--- src/rtl/mux_sel_arbiter_pkg.sv ---
// Shared constants for the mux select arbiter: FSM state encodings and
// mux select values. Imported by the arbiter and its hold counter.
package mux_sel_arbiter_pkg;

  localparam logic [1:0] ST_IDLE   = 2'd0;
  localparam logic [1:0] ST_GNT_A  = 2'd1;
  localparam logic [1:0] ST_GNT_B  = 2'd2;
  localparam logic [1:0] ST_SWITCH = 2'd3;

  localparam logic SEL_A = 1'b0;
  localparam logic SEL_B = 1'b1;

endpackage

--- src/rtl/mux_sel_arbiter_hold.sv ---
// Saturating tenure counter for the mux select arbiter.
//   clk, rst_n  : clock, async active-low reset
//   clear_i     : force count to zero (wins over enable)
//   enable_i    : count up by one, stopping at MAX_HOLD-1
//   count_o     : current count
//   at_max_o    : count has reached MAX_HOLD-1
module mux_sel_arbiter_hold
  import mux_sel_arbiter_pkg::*;
#(
  parameter int MAX_HOLD = 8,
  parameter int CNT_W    = 4
) (
  input  logic             clk,
  input  logic             rst_n,
  input  logic             clear_i,
  input  logic             enable_i,
  output logic [CNT_W-1:0] count_o,
  output logic             at_max_o
);

  localparam logic [CNT_W-1:0] CNT_MAX = CNT_W'(MAX_HOLD - 1);

  logic [CNT_W-1:0] count_q, count_d;

  assign at_max_o = (count_q == CNT_MAX);
  assign count_o  = count_q;

  always_comb begin
    count_d = count_q;
    if (clear_i)
      count_d = '0;
    else if (enable_i && !at_max_o)
      count_d = count_q + CNT_W'(1);
  end

  always_ff @(posedge clk or negedge rst_n) begin
    if (!rst_n) count_q <= '0;
    else        count_q <= count_d;
  end

endmodule

--- src/rtl/mux_sel_arbiter.sv ---
// Round-robin arbiter sharing a 2:1 mux between requesters A and B.
// Break-before-make: an owner change always passes through one dead cycle
// with both grants low. Tenure is bounded by a saturating hold counter.
//   clk, rst_n      : clock, async active-low reset
//   req_a, req_b    : level requests
//   done_a, done_b  : release pulses, honoured only from the current owner
//   gnt_a, gnt_b    : registered grants, never both high
//   sel             : mux select, 0 = A, 1 = B
//   busy            : high in any state other than IDLE
//   hold_cnt        : cycles the current owner has held the grant
//
// state     | meaning
// ----------+------------------------------------------------------
// IDLE      | no grant, sel keeps its last value
// GNT_A     | A owns the mux, sel = 0
// GNT_B     | B owns the mux, sel = 1
// SWITCH    | dead cycle, both grants low, sel already at next owner
module mux_sel_arbiter
  import mux_sel_arbiter_pkg::*;
#(
  parameter int MAX_HOLD = 8,
  parameter int CNT_W    = 4
) (
  input  logic             clk,
  input  logic             rst_n,
  input  logic             req_a,
  input  logic             req_b,
  input  logic             done_a,
  input  logic             done_b,
  output logic             gnt_a,
  output logic             gnt_b,
  output logic             sel,
  output logic             busy,
  output logic [CNT_W-1:0] hold_cnt
);

  logic [1:0] state_q, state_d;
  logic       sel_q, sel_d;
  logic       last_q, last_d;
  logic       gnt_a_q, gnt_b_q, busy_q;
  logic       cnt_en, at_max;

  always_comb begin
    state_d = state_q;
    sel_d   = sel_q;
    last_d  = last_q;
    case (state_q)
      ST_IDLE: begin
        // On a tie the side that did not own the mux last wins.
        if (req_a && (!req_b || last_q == SEL_B)) begin
          state_d = ST_GNT_A;
          sel_d   = SEL_A;
        end else if (req_b) begin
          state_d = ST_GNT_B;
          sel_d   = SEL_B;
        end
      end
      ST_GNT_A: begin
        // Release and preempt share one exit path.
        if (done_a || !req_a || (at_max && req_b)) begin
          last_d = SEL_A;
          if (req_b) begin
            state_d = ST_SWITCH;
            sel_d   = SEL_B;
          end else begin
            state_d = ST_IDLE;
          end
        end
      end
      ST_GNT_B: begin
        if (done_b || !req_b || (at_max && req_a)) begin
          last_d = SEL_B;
          if (req_a) begin
            state_d = ST_SWITCH;
            sel_d   = SEL_A;
          end else begin
            state_d = ST_IDLE;
          end
        end
      end
      ST_SWITCH: begin
        if (sel_q == SEL_B) state_d = req_b ? ST_GNT_B : ST_IDLE;
        else                state_d = req_a ? ST_GNT_A : ST_IDLE;
      end
      default: state_d = ST_IDLE;
    endcase
  end

  // Counting only while staying in the same grant state; every entry to a
  // grant state, and all non-grant states, see a cleared count.
  assign cnt_en = (state_q == ST_GNT_A && state_d == ST_GNT_A) ||
                  (state_q == ST_GNT_B && state_d == ST_GNT_B);

  mux_sel_arbiter_hold #(
    .MAX_HOLD (MAX_HOLD),
    .CNT_W    (CNT_W)
  ) u_hold (
    .clk      (clk),
    .rst_n    (rst_n),
    .clear_i  (!cnt_en),
    .enable_i (cnt_en),
    .count_o  (hold_cnt),
    .at_max_o (at_max)
  );

  always_ff @(posedge clk or negedge rst_n) begin
    if (!rst_n) begin
      state_q <= ST_IDLE;
      sel_q   <= SEL_A;
      last_q  <= SEL_B;
      gnt_a_q <= 1'b0;
      gnt_b_q <= 1'b0;
      busy_q  <= 1'b0;
    end else begin
      state_q <= state_d;
      sel_q   <= sel_d;
      last_q  <= last_d;
      gnt_a_q <= (state_d == ST_GNT_A);
      gnt_b_q <= (state_d == ST_GNT_B);
      busy_q  <= (state_d != ST_IDLE);
    end
  end

  assign gnt_a = gnt_a_q;
  assign gnt_b = gnt_b_q;
  assign sel   = sel_q;
  assign busy  = busy_q;

endmodule

--- config.mk ---
export PLATFORM = sky130hd
export DESIGN_NAME = mux_sel_arbiter
export DESIGN_NICKNAME = d
export VERILOG_FILES = /design/src/rtl/mux_sel_arbiter_pkg.sv /design/src/rtl/mux_sel_arbiter_hold.sv /design/src/rtl/mux_sel_arbiter.sv
export SDC_FILE = /design/constraint.sdc
export NUM_CORES = 1
export LEC_CHECK = 0
export BUFFER_PORTS_ARGS = -buffer_cell sky130_fd_sc_hd__buf_2
export CORE_MARGIN = 10
export CORE_UTILIZATION = 50
export DETAILED_ROUTE_END_ITERATION = 12
export PLACE_DENSITY = 0.74
export SKIP_CTS_REPAIR_TIMING = 1
export SKIP_LAST_GASP = 1
export SLEW_MARGIN = 0
export SYNTH_ARGS = -nofsm -noshare
export SYNTH_HDL_FRONTEND = slang
export SYNTH_SLANG_ARGS = --single-unit
--- constraint.sdc ---
create_clock -name clk -period 2.4 [get_ports clk]
set_clock_uncertainty 0.05 [all_clocks]
set_input_delay 0 -clock clk [delete_from_list [all_inputs] [get_ports clk]]
set_output_delay 0 -clock clk [all_outputs]
set_load 0.05 [all_outputs]
# --- Word-level counts from Yosys, hierarchy flattened ---
# Cells that the tools add are included.
classes:
  addsub: 1
  eq_ne: 10
  n_mux: 21
  n_reduce_logical: 21
ops:
  columns: ["cell", "n"]
  rows:
  - ["2-bit two-way mux", 8]
  - ["1-bit two-way mux", 8]
  - ["4-bit two-way mux", 2]
  - ["2-bit != test (second input constant)", 4]
  - ["2-bit one-hot mux with 4 select lines", 1]
  - ["2-bit equality test (second input constant)", 3]
  - ["1-bit logical AND", 6]
  - ["1-bit logical OR", 6]
  - ["4-bit by 1-bit adder with 4-bit output (second input constant)", 1]
  - ["2-bit by 1-bit equality test with 1-bit output (second input constant)", 2]
  - ["4-bit by 3-bit equality test with 1-bit output (second input constant)", 1]
  - ["4-bit AND reduction", 1]
  - ["2-bit nonzero test", 2]
  - ["1-bit zero test", 3]
  - ["1-bit one-hot mux with 3 select lines", 1]
  - ["3-bit AND reduction", 1]
  - ["3-bit nonzero test", 1]
  - ["2-bit zero test", 1]
  - ["1-bit one-hot mux with 2 select lines", 1]
word_totals:
  out_inout_bits: 8
  inputBits: 6
  reg_bits: 11
  word_cells: 60

# --- Logic depth before layout (Yosys ltp) ---
# Gate-level depths: netlist (run 1).
depth:
  depth_word: 11
  mapped_depth: 8
  depth_no_buf: 8

# --- Modules after synthesis ---
# A second synthesis (run 1) with hierarchy kept.
unflattened:
  hier_cells: 85
  area_unflattened_um2: 783.3
by_module_without_submodules:
  columns: ["mod", "cells_each", "instances", "area_per_inst_um2"]
  rows:
  - ["mux_sel_arbiter", 65, 1, 571.8]
  - ["mux_sel_arbiter_hold", 20, 1, 211.5]

# --- Worst setup path after synthesis (run 1) ---
# OpenSTA, ideal clock, no wires.
synth_timing:
  kind: "register to register"
  start: "reg u_hold.count_q[0], in the netlist u_hold.count_o[0]"
  end: "reg u_hold.count_q[1], in the netlist u_hold.count_o[1]"
  synth_period_minus_slack_ns: 2.450
  stages_incl_launch_ff: 9
  slack_ns: -0.050
  t_arrival_ns: 2.322
  path_cell_list: "dfrtp_1 -> ha_1 -> and3b_1 -> buf_6 -> a21oi_2 -> o21ai_2 -> o32a_4 -> or3b_4 -> a21oi_1"
synth_via:
  elab_chain_cells: 10
  elab_cells_between_ends: 19
  classes_between: "add/sub: 1; eq/ne: 4; mux: 5; reduce/logical: 9"
synth_rtl:
  columns: ["item", "line_no", "text"]
  rows:
  - ["start, declared", "mux_sel_arbiter_hold.sv:23", "logic [CNT_W-1:0] count_q, count_d;"]
  - ["start signal, assigned", "mux_sel_arbiter_hold.sv:38", "else count_q <= count_d;"]
  - ["4-bit by 3-bit equality test with 1-bit output *", "mux_sel_arbiter_hold.sv:25", "assign at_max_o = (count_q == CNT_MAX);"]
  - ["1-bit logical AND, on equally long branches", "mux_sel_arbiter.sv:71, mux_sel_arbiter.sv:60", null]
  - ["1-bit logical OR, on equally long branches", "mux_sel_arbiter.sv:71, mux_sel_arbiter.sv:60", null]
  - ["2-bit two-way mux, on equally long branches", "mux_sel_arbiter.sv:71, mux_sel_arbiter.sv:60", null]
  - ["2-bit one-hot mux with 4 select lines *", "mux_sel_arbiter.sv:47", "case (state_q)"]
  - ["net state_d[0]", "mux_sel_arbiter.sv:37", "logic [1:0] state_q, state_d;"]
  - ["2-bit by 1-bit equality test with 1-bit output or 2-bit equality test (tied branches)", "mux_sel_arbiter.sv:91, mux_sel_arbiter.sv:92", null]
  - ["1-bit logical AND, on equally long branches", "mux_sel_arbiter.sv:91, mux_sel_arbiter.sv:92", null]
  - ["1-bit logical OR *", "mux_sel_arbiter.sv:91", "assign cnt_en = (state_q == ST_GNT_A && state_d == ST_GNT_A) ||"]
  - ["1-bit logical AND", "mux_sel_arbiter_hold.sv:32", "else if (enable_i && !at_max_o)"]
  - ["2-bit != test (no source line)", null, null]
# Mark *: on every way through the listed nets, which the timed path passes. The rest lies on a longest branch. The select of a mux whose other input is x is not followed.
# A chain may end at the register's enable or synchronous reset.

# --- Final worst setup path (run 1) ---
layout_timing:
  start: "reg state_q[1]"
  end: "reg u_hold.count_q[3], in the netlist u_hold.count_o[3]"
layout_via:
  elab_cells_between_ends: 17
  classes_between: "eq/ne: 6; mux: 6; reduce/logical: 5"
layout_lines:
  columns: ["item", "line_no", "text"]
  rows:
  - ["start, declared", "mux_sel_arbiter.sv:37", null]
  - ["start signal, assigned", "mux_sel_arbiter.sv:115", "state_q <= state_d;"]
  - ["2-bit equality test (tied with other cells)", "mux_sel_arbiter.sv:47", null]
  - ["2-bit one-hot mux with 4 select lines *", "mux_sel_arbiter.sv:47", null]
  - ["net state_d[0]", "mux_sel_arbiter.sv:37", null]
  - ["2-bit by 1-bit equality test with 1-bit output or 2-bit equality test (tied branches)", "mux_sel_arbiter.sv:91, mux_sel_arbiter.sv:92", null]
  - ["1-bit logical AND, on equally long branches", "mux_sel_arbiter.sv:91, mux_sel_arbiter.sv:92", null]
  - ["1-bit logical OR *", "mux_sel_arbiter.sv:91", null]
  - ["1-bit logical AND", "mux_sel_arbiter_hold.sv:32", null]
  - ["2-bit != test (no source line)", null, null]
# Mark *: on every way through the listed nets, which the timed path passes. The rest lies on a longest branch.

==> results.txt, run 1 <==
NetSw = 0.000517 W
syn avg cell area = 9.75 um2
flops & latches, synth = 11
initial antenna violation count = 0
outcome = finished, final reports clean
async set-or-reset flop fraction in the synthesized netlist = 1.00
Slew Viols, Final = 0
Yosys top cell by area = dfrtp_1
final setup violation count = 0
CTS Buffer Depth = 2
Clock Sinks = 11
syn nets = 85
vias per inst = 5.70
Tmin final = 2.36 ns
placed instance count = 104
most frequent cell after synthesis = a21oi_1
DR iter-0 viols = 20
# DRC = 0
Pint = 0.000615 W
Critical Path End Type = flip-flop
GR Overflow Total = 0
CP Class = flip-flop to flip-flop
worst skew pair latency = 0.26 ns
ys flop type = dfrtp_1
Worst Setup Slack, final = 0.0421 ns
unrepaired setup endpoints after global routing = true
register area share after synthesis = 0.388
Inserted Diodes = 0
worst r2r src = state_q[1]$_DFF_PN0_
CTS tree = done
worst hold margin = 0.0602 ns
starting density of the core = 0.540
post-synth cell types = 30
Flop pwr share = 0.271
R2R depth = 8
Area Overhead vs Synth = 23.2%
Worst-path clk slew = 0.07 ns
Worst EP required = 2.53 ns
synthesis warning total = 0
critical path peak fanout = 6
Die ar. = 3330 um2
chip height = 57.7 um
wire length of the first global-routing pass = 2710 um
crit path to = u_hold.count_o[3]$_DFFE_PN0P_
CP Data Arrival Time = 2.49 ns
Routability Congestion = 0.926
fin crit share = 0.982
htree depth = 1
worst stage delay on the critical path = 0.42 ns
PortBufs = 13
Fmax = 424 MHz
top post-synthesis cells by area = dfrtp_1 35%, ha_1 11%, a21oi_1 8.4%
r2r endpoint = u_hold.count_o[3]$_DFFE_PN0P_
slowest stage cell, crit path = o32a_4
Num CTS Buffers = 3
part of the power in combinational logic = 0.621
Slew headroom = 0.768
Synth top area share = 0.351
Worst VDD drop = 1080 uV
cell count after synthesis = 73
Clk network pwr share = 0.109
layout net count = 109
crit-path cells = inv_1 -> ha_2 -> and2_2 -> a21oi_2 -> o21ai_2 -> o32a_4 -> or3b_4 -> a21oi_1
Synth top cells by count = 12 x a21oi_1, 10 x dfrtp_1, 7 x o21ai_0, 6 x ha_1, 4 x inv_1
Post-synth EDFFs = 0
number of cell rows = 13
Post-DP HPWL = 1330 um
# IOs = 14
final WL = 1700 um
per-cell routed wire length = 15.3 um
CP Launch Point = state_q[1]$_DFF_PN0_
vias in the first global route = 584
Startpoint Class = flip-flop
Die X-Extent = 57.7 um
Least-Margin Pin Slew = 0.345 ns
Setup WS pre-CTS = 0.000582 ns
fraction of final layout cells sized beyond drive strength 1 = 0.385
clock root buffer = clkbuf_4
Core Region = 1320 um2
total global routing track utilization = 0.0983
cell area after synthesis = 712 um2
Post-Layout Cell Count = 111
Via Count = 633
flop2flop setup slack = 0.04 ns
drt pass-1 iters = 4
Final ANT Viol Nets = 0
HP Class = input pin to flip-flop
Leak = 0.422 nW
Max Cap Viol = 0
Hold Vio Cnt, Final = 0
sw frac = 0.457
Power Density = 1290 nW/um2
largest net degree at the start of global routing = 12
## state kept, by name (all words and copies together), names as in the netlist
| signal | count |
|---|---|
| state_q | 2 |
| u_hold.count_o | 4 |
| gnt_a | 1 |
| last_q | 1 |
| busy | 1 |
| gnt_b | 1 |
| sel | 1 |
## per-layer routing
| metal | GRT usage | vias to the layer above | wire, um |
|---|---|---|---|
| li1 | - | 309 | - |
| met1 | 0.112 | 298 | 695 |
| met2 | 0.175 | 26 | 879 |
| met3 | 0.0370 | 0 | 126 |
| met4 | 0.0101 | 0 | 0 |
| met5 | 0 | - | 0 |
## worst max-delay path, delay by kind of cell, from the launching register on
family                     cells  cell delay (ns)
buffers and inverters          1             0.11
adders and majority gates      1             0.21
AOI/OAI and AO/OA              4             0.84
and+or+nand+nor                2             0.63
DFF                            1             0.41
## stage by stage
step           total power [W]  instance area (um2)  utilization  setup TNS (ns)
4_1_cts                0.00109                  843        0.640         -0.0174
2_1_floorplan         0.000773                  714            -               0
5_1_grt                0.00121                  877        0.666         -0.0488
6_report               0.00113                  877        0.666               0
3_5_place_dp          0.000968                  817        0.620               0
3_3_place_gp          0.000951                  817        0.620               0
## worst min path at each step
stage	depth (start not counted)	start	slack, ns	endpoint
4_1_cts	1	rst_n	-0.46	gnt_b$_DFF_PN0_
2_1_floorplan	0	rst_n	-0.35	busy$_DFF_PN0_
3_3_place_gp	1	rst_n	-0.18	u_hold.count_o[3]$_DFFE_PN0P_
5_1_grt	3	req_b	0.09	sel$_DFFE_PN0P_
3_5_place_dp	1	rst_n	-0.18	u_hold.count_o[2]$_DFFE_PN0P_
6_report	3	req_b	0.06	sel$_DFFE_PN0P_
## final cells by class
cell class	instances	area, um2
well taps	15	18.8
inverters	4	15.0
clock buffers	4	26.3
repair buffers	20	120
flip-flops and latches	11	279
fillers	105	440
multi-input cells	57	418
## cell usage in the layout, fill, tap and decap left out, types with 2 or more instances in the layout
cell type,netlist,final
ha_2,0,2
ha_1,6,4
dfrtp_1,10,8
and2_2,2,2
dfrtp_2,0,2
inv_1,4,4
a21oi_2,1,2
nand3_1,3,3
clkbuf_4,0,3
a21oi_1,12,11
o21ai_0,7,6
buf_4,0,6
nor2_1,3,3
mux2i_1,2,2
nor2b_1,2,2
buf_2,0,13
nand2b_1,3,3
## power by group through the flow
stage	Combinational [W]	Sequential, W	Clock, W
2_1_floorplan	0.000352	0.000422	0
5_1_grt	0.000761	0.000313	0.000137
3_3_place_gp	0.000645	0.000306	0
3_5_place_dp	0.000660	0.000308	0
6_report	0.000702	0.000306	0.000123
4_1_cts	0.000664	0.000305	0.000124
## kinds of logic after synthesis
group | share of synthesized area
buffers and inverters | 0.0369
AO/OA/AOI/OAI | 0.255
multiplexers | 0.0281
flip-flops | 0.388
XOR/XNOR | 0.0123
AND/OR/NAND/NOR | 0.174
adder cells (fa/ha/maj) | 0.105
(Power assumes the default switching activity.)
==> run 2, diff against run 1 <==
--- a/config.mk
+++ b/config.mk
@@ -9,7 +9,9 @@
 export CORE_MARGIN = 10
 export CORE_UTILIZATION = 50
 export DETAILED_ROUTE_END_ITERATION = 12
+export GPL_TIMING_DRIVEN = 0
 export PLACE_DENSITY = 0.74
+export REMOVE_ABC_BUFFERS = 1
 export SKIP_CTS_REPAIR_TIMING = 1
 export SKIP_LAST_GASP = 1
 export SLEW_MARGIN = 0
==> run 2 against run 1 <==
  * Combinational power decreased by 7.0%
  * Via count fell by 4.9%
  * Core utilization decreased by 0.28 points
  * Register-to-register slack improved by 0.06 ns
  * Critical path type unchanged
  * Die area did not move
  * Setup slack improved by 0.063 ns
  * Clock power decreased by 5%
  * Clock-buffer cell count stayed put
  * Power shrank 4.7%
  * Final cell count is 1.8% lower
  * Largest cell class unchanged
  * Worst hold slack improved by 0.017 ns
  * Critical endpoint unchanged
  * First-iteration DRC count shrank 50%
  * Largest power group unchanged
==> results.txt, run 2 (same netlist as run 1, synthesis figures left out) <==
outcome = finished, final reports clean
Power Density = 1230 nW/um2 (-4.3%)
CTS Buffer Depth = 2 (unchanged)
CTS tree = done
Fmax = 436 MHz (+2.7%)
fin crit share = 0.956 (-0.0261)
total power = 0.00108 W (-4.7%)
wire length of the first global-routing pass = 2450 um (-9.7%)
drt pass-1 iters = 4 (unchanged)
layout net count = 107 (-1.8%)
Post-DP HPWL = 1130 um (-15%)
Slew headroom = 0.747 (-0.0205)
starting density of the core = 0.540 (unchanged)
R2R depth = 8 (unchanged)
Core Region = 1320 um2 (unchanged)
# DRC = 0 (unchanged)
Setup WS pre-CTS = -0.0186 ns (-0.0192 ns)
largest net degree at the start of global routing = 12 (unchanged)
DR iter-0 viols = 10 (-50%)
Worst-path clk slew = 0.06 ns (about the same)
number of cell rows = 13 (unchanged)
vias per inst = 5.52 (-3.2%)
# IOs = 14 (unchanged)
fillers = 106 (+0.95%)
PortBufs = 13 (unchanged)
Clock Sinks = 11 (unchanged)
Worst Setup Slack, final = 0.105 ns (+0.0627 ns)
Least-Margin Pin Slew = 0.377 ns (+0.0315 ns)
commonest non-fill, non-tap cell in the layout = buf_2
clock root buffer = clkbuf_4
Worst EP required = 2.54 ns (about the same)
worst r2r src = state_q[1]$_DFF_PN0_
Die ar. = 3330 um2 (unchanged)
Max Cap Viol = 0 (unchanged)
commonest cells after routing, fill and taps aside = 13 x buf_2, 12 x a21oi_1, 9 x dfrtp_1
final WL = 1550 um (-9.1%)
Final Cell Area = 873 um2 (-0.43%)
CP Data Arrival Time = 2.43 ns (-0.06 ns)
fraction of final layout cells sized beyond drive strength 1 = 0.372 (-0.0131)
Leak = 0.417 nW (-1.3%)
initial antenna violation count = 0 (unchanged)
per-cell routed wire length = 14.2 um (-7.4%)
Slew Viols, Final = 0 (unchanged)
Area Overhead vs Synth = 22.7%
vias in the first global route = 568 (-2.7%)
Startpoint Class = flip-flop
Tmin final = 2.30 ns (-0.0627 ns)
max reg flops = 4 (unchanged)
Post-DP Area = 785 um2 (-4.0%)
worst skew pair latency = 0.26 ns (about the same)
r2r endpoint = u_hold.count_o[3]$_DFFE_PN0P_
Hold Vio Cnt, Final = 0 (unchanged)
Via Count = 602 (-4.9%)
worst hold margin = 0.0772 ns (+0.0170 ns)
GR Overflow Total = 0 (unchanged)
critical path peak fanout = 8 (+2)
CP Class = flip-flop to flip-flop
Inserted Diodes = 0 (unchanged)
Final ANT Viol Nets = 0 (unchanged)
final setup violation count = 0 (unchanged)
Num CTS Buffers = 3 (unchanged)
chip height = 57.7 um (unchanged)
Routability Congestion = 0.765 (-17%)
HP Class = input pin to async pin
Worst VDD drop = 840 uV (-22%)
total global routing track utilization = 0.0888 (-0.00945)
flop2flop setup slack = 0.10 ns (+0.06 ns)
Die X-Extent = 57.7 um (unchanged)
Critical Path End Type = flip-flop
htree depth = 1 (unchanged)
[run 2: cell count changes in the layout (fill, tap and decap cells not counted), sizes merged]
cell  delta
buf      -2
[run 2: metal layers]
layer | vias to the layer above | track usage | part of all wire
met5 | - | 0 | 0
met4 | 0 | 0.0302 | 0.014
met3 | 4 | 0.0349 | 0.069
met2 | 17 | 0.137 | 0.48
met1 | 274 | 0.109 | 0.44
li1 | 307 | - | -
[run 2: worst max-delay path, cell delays in order, from the launching register on]
cell     delay (ns)
dfrtp_1        0.40
inv_1          0.11
ha_4           0.20
and2_2         0.21
a21oi_1        0.15
o21ai_2        0.10
o32a_4         0.42
or3b_4         0.42
a21oi_1        0.15
[run 2: cell type report]
class / instances / area (um2) / area share
multi-input cells: 57 / 430 / 0.493
well taps: 15 / 18.8 / 0.0215
repair buffers: 18 / 105 / 0.120
clock buffers: 4 / 26.3 / 0.0301
inverters: 4 / 15.0 / 0.0172
flip-flops and latches: 11 / 278 / 0.318
[run 2: where the power goes]
part	leakage (nW)	internal, W	total [W]	switching (W)
logic	0.264	0.000257	0.000653	0.000396
clock network	0.0150	0.0000641	0.000117	0.0000532
registers	0.138	0.000259	0.000309	0.0000492
[run 2: worst max-delay path by stage]
stage,from,end,slack (ns),cells after the start
2_1_floorplan,u_hold.count_o[0]$_DFFE_PN0P_,u_hold.count_o[1]$_DFFE_PN0P_,-0.01,7
3_3_place_gp,state_q[1]$_DFF_PN0_,busy$_DFF_PN0_,-0.01,8
3_5_place_dp,state_q[1]$_DFF_PN0_,busy$_DFF_PN0_,-0.02,8
4_1_cts,state_q[1]$_DFF_PN0_,busy$_DFF_PN0_,-0.05,8
5_1_grt,state_q[1]$_DFF_PN0_,u_hold.count_o[1]$_DFFE_PN0P_,-0.04,8
6_report,state_q[1]$_DFF_PN0_,u_hold.count_o[3]$_DFFE_PN0P_,0.10,8
[run 2: stage by stage]
stage          std cells  setup TNS, ns  utilization
3_3_place_gp         100       -0.00999        0.595
2_1_floorplan         72        -0.0522            -
5_1_grt              109        -0.0700        0.663
4_1_cts              104        -0.0721        0.615
3_5_place_dp         100        -0.0224        0.595
6_report             109              0        0.663
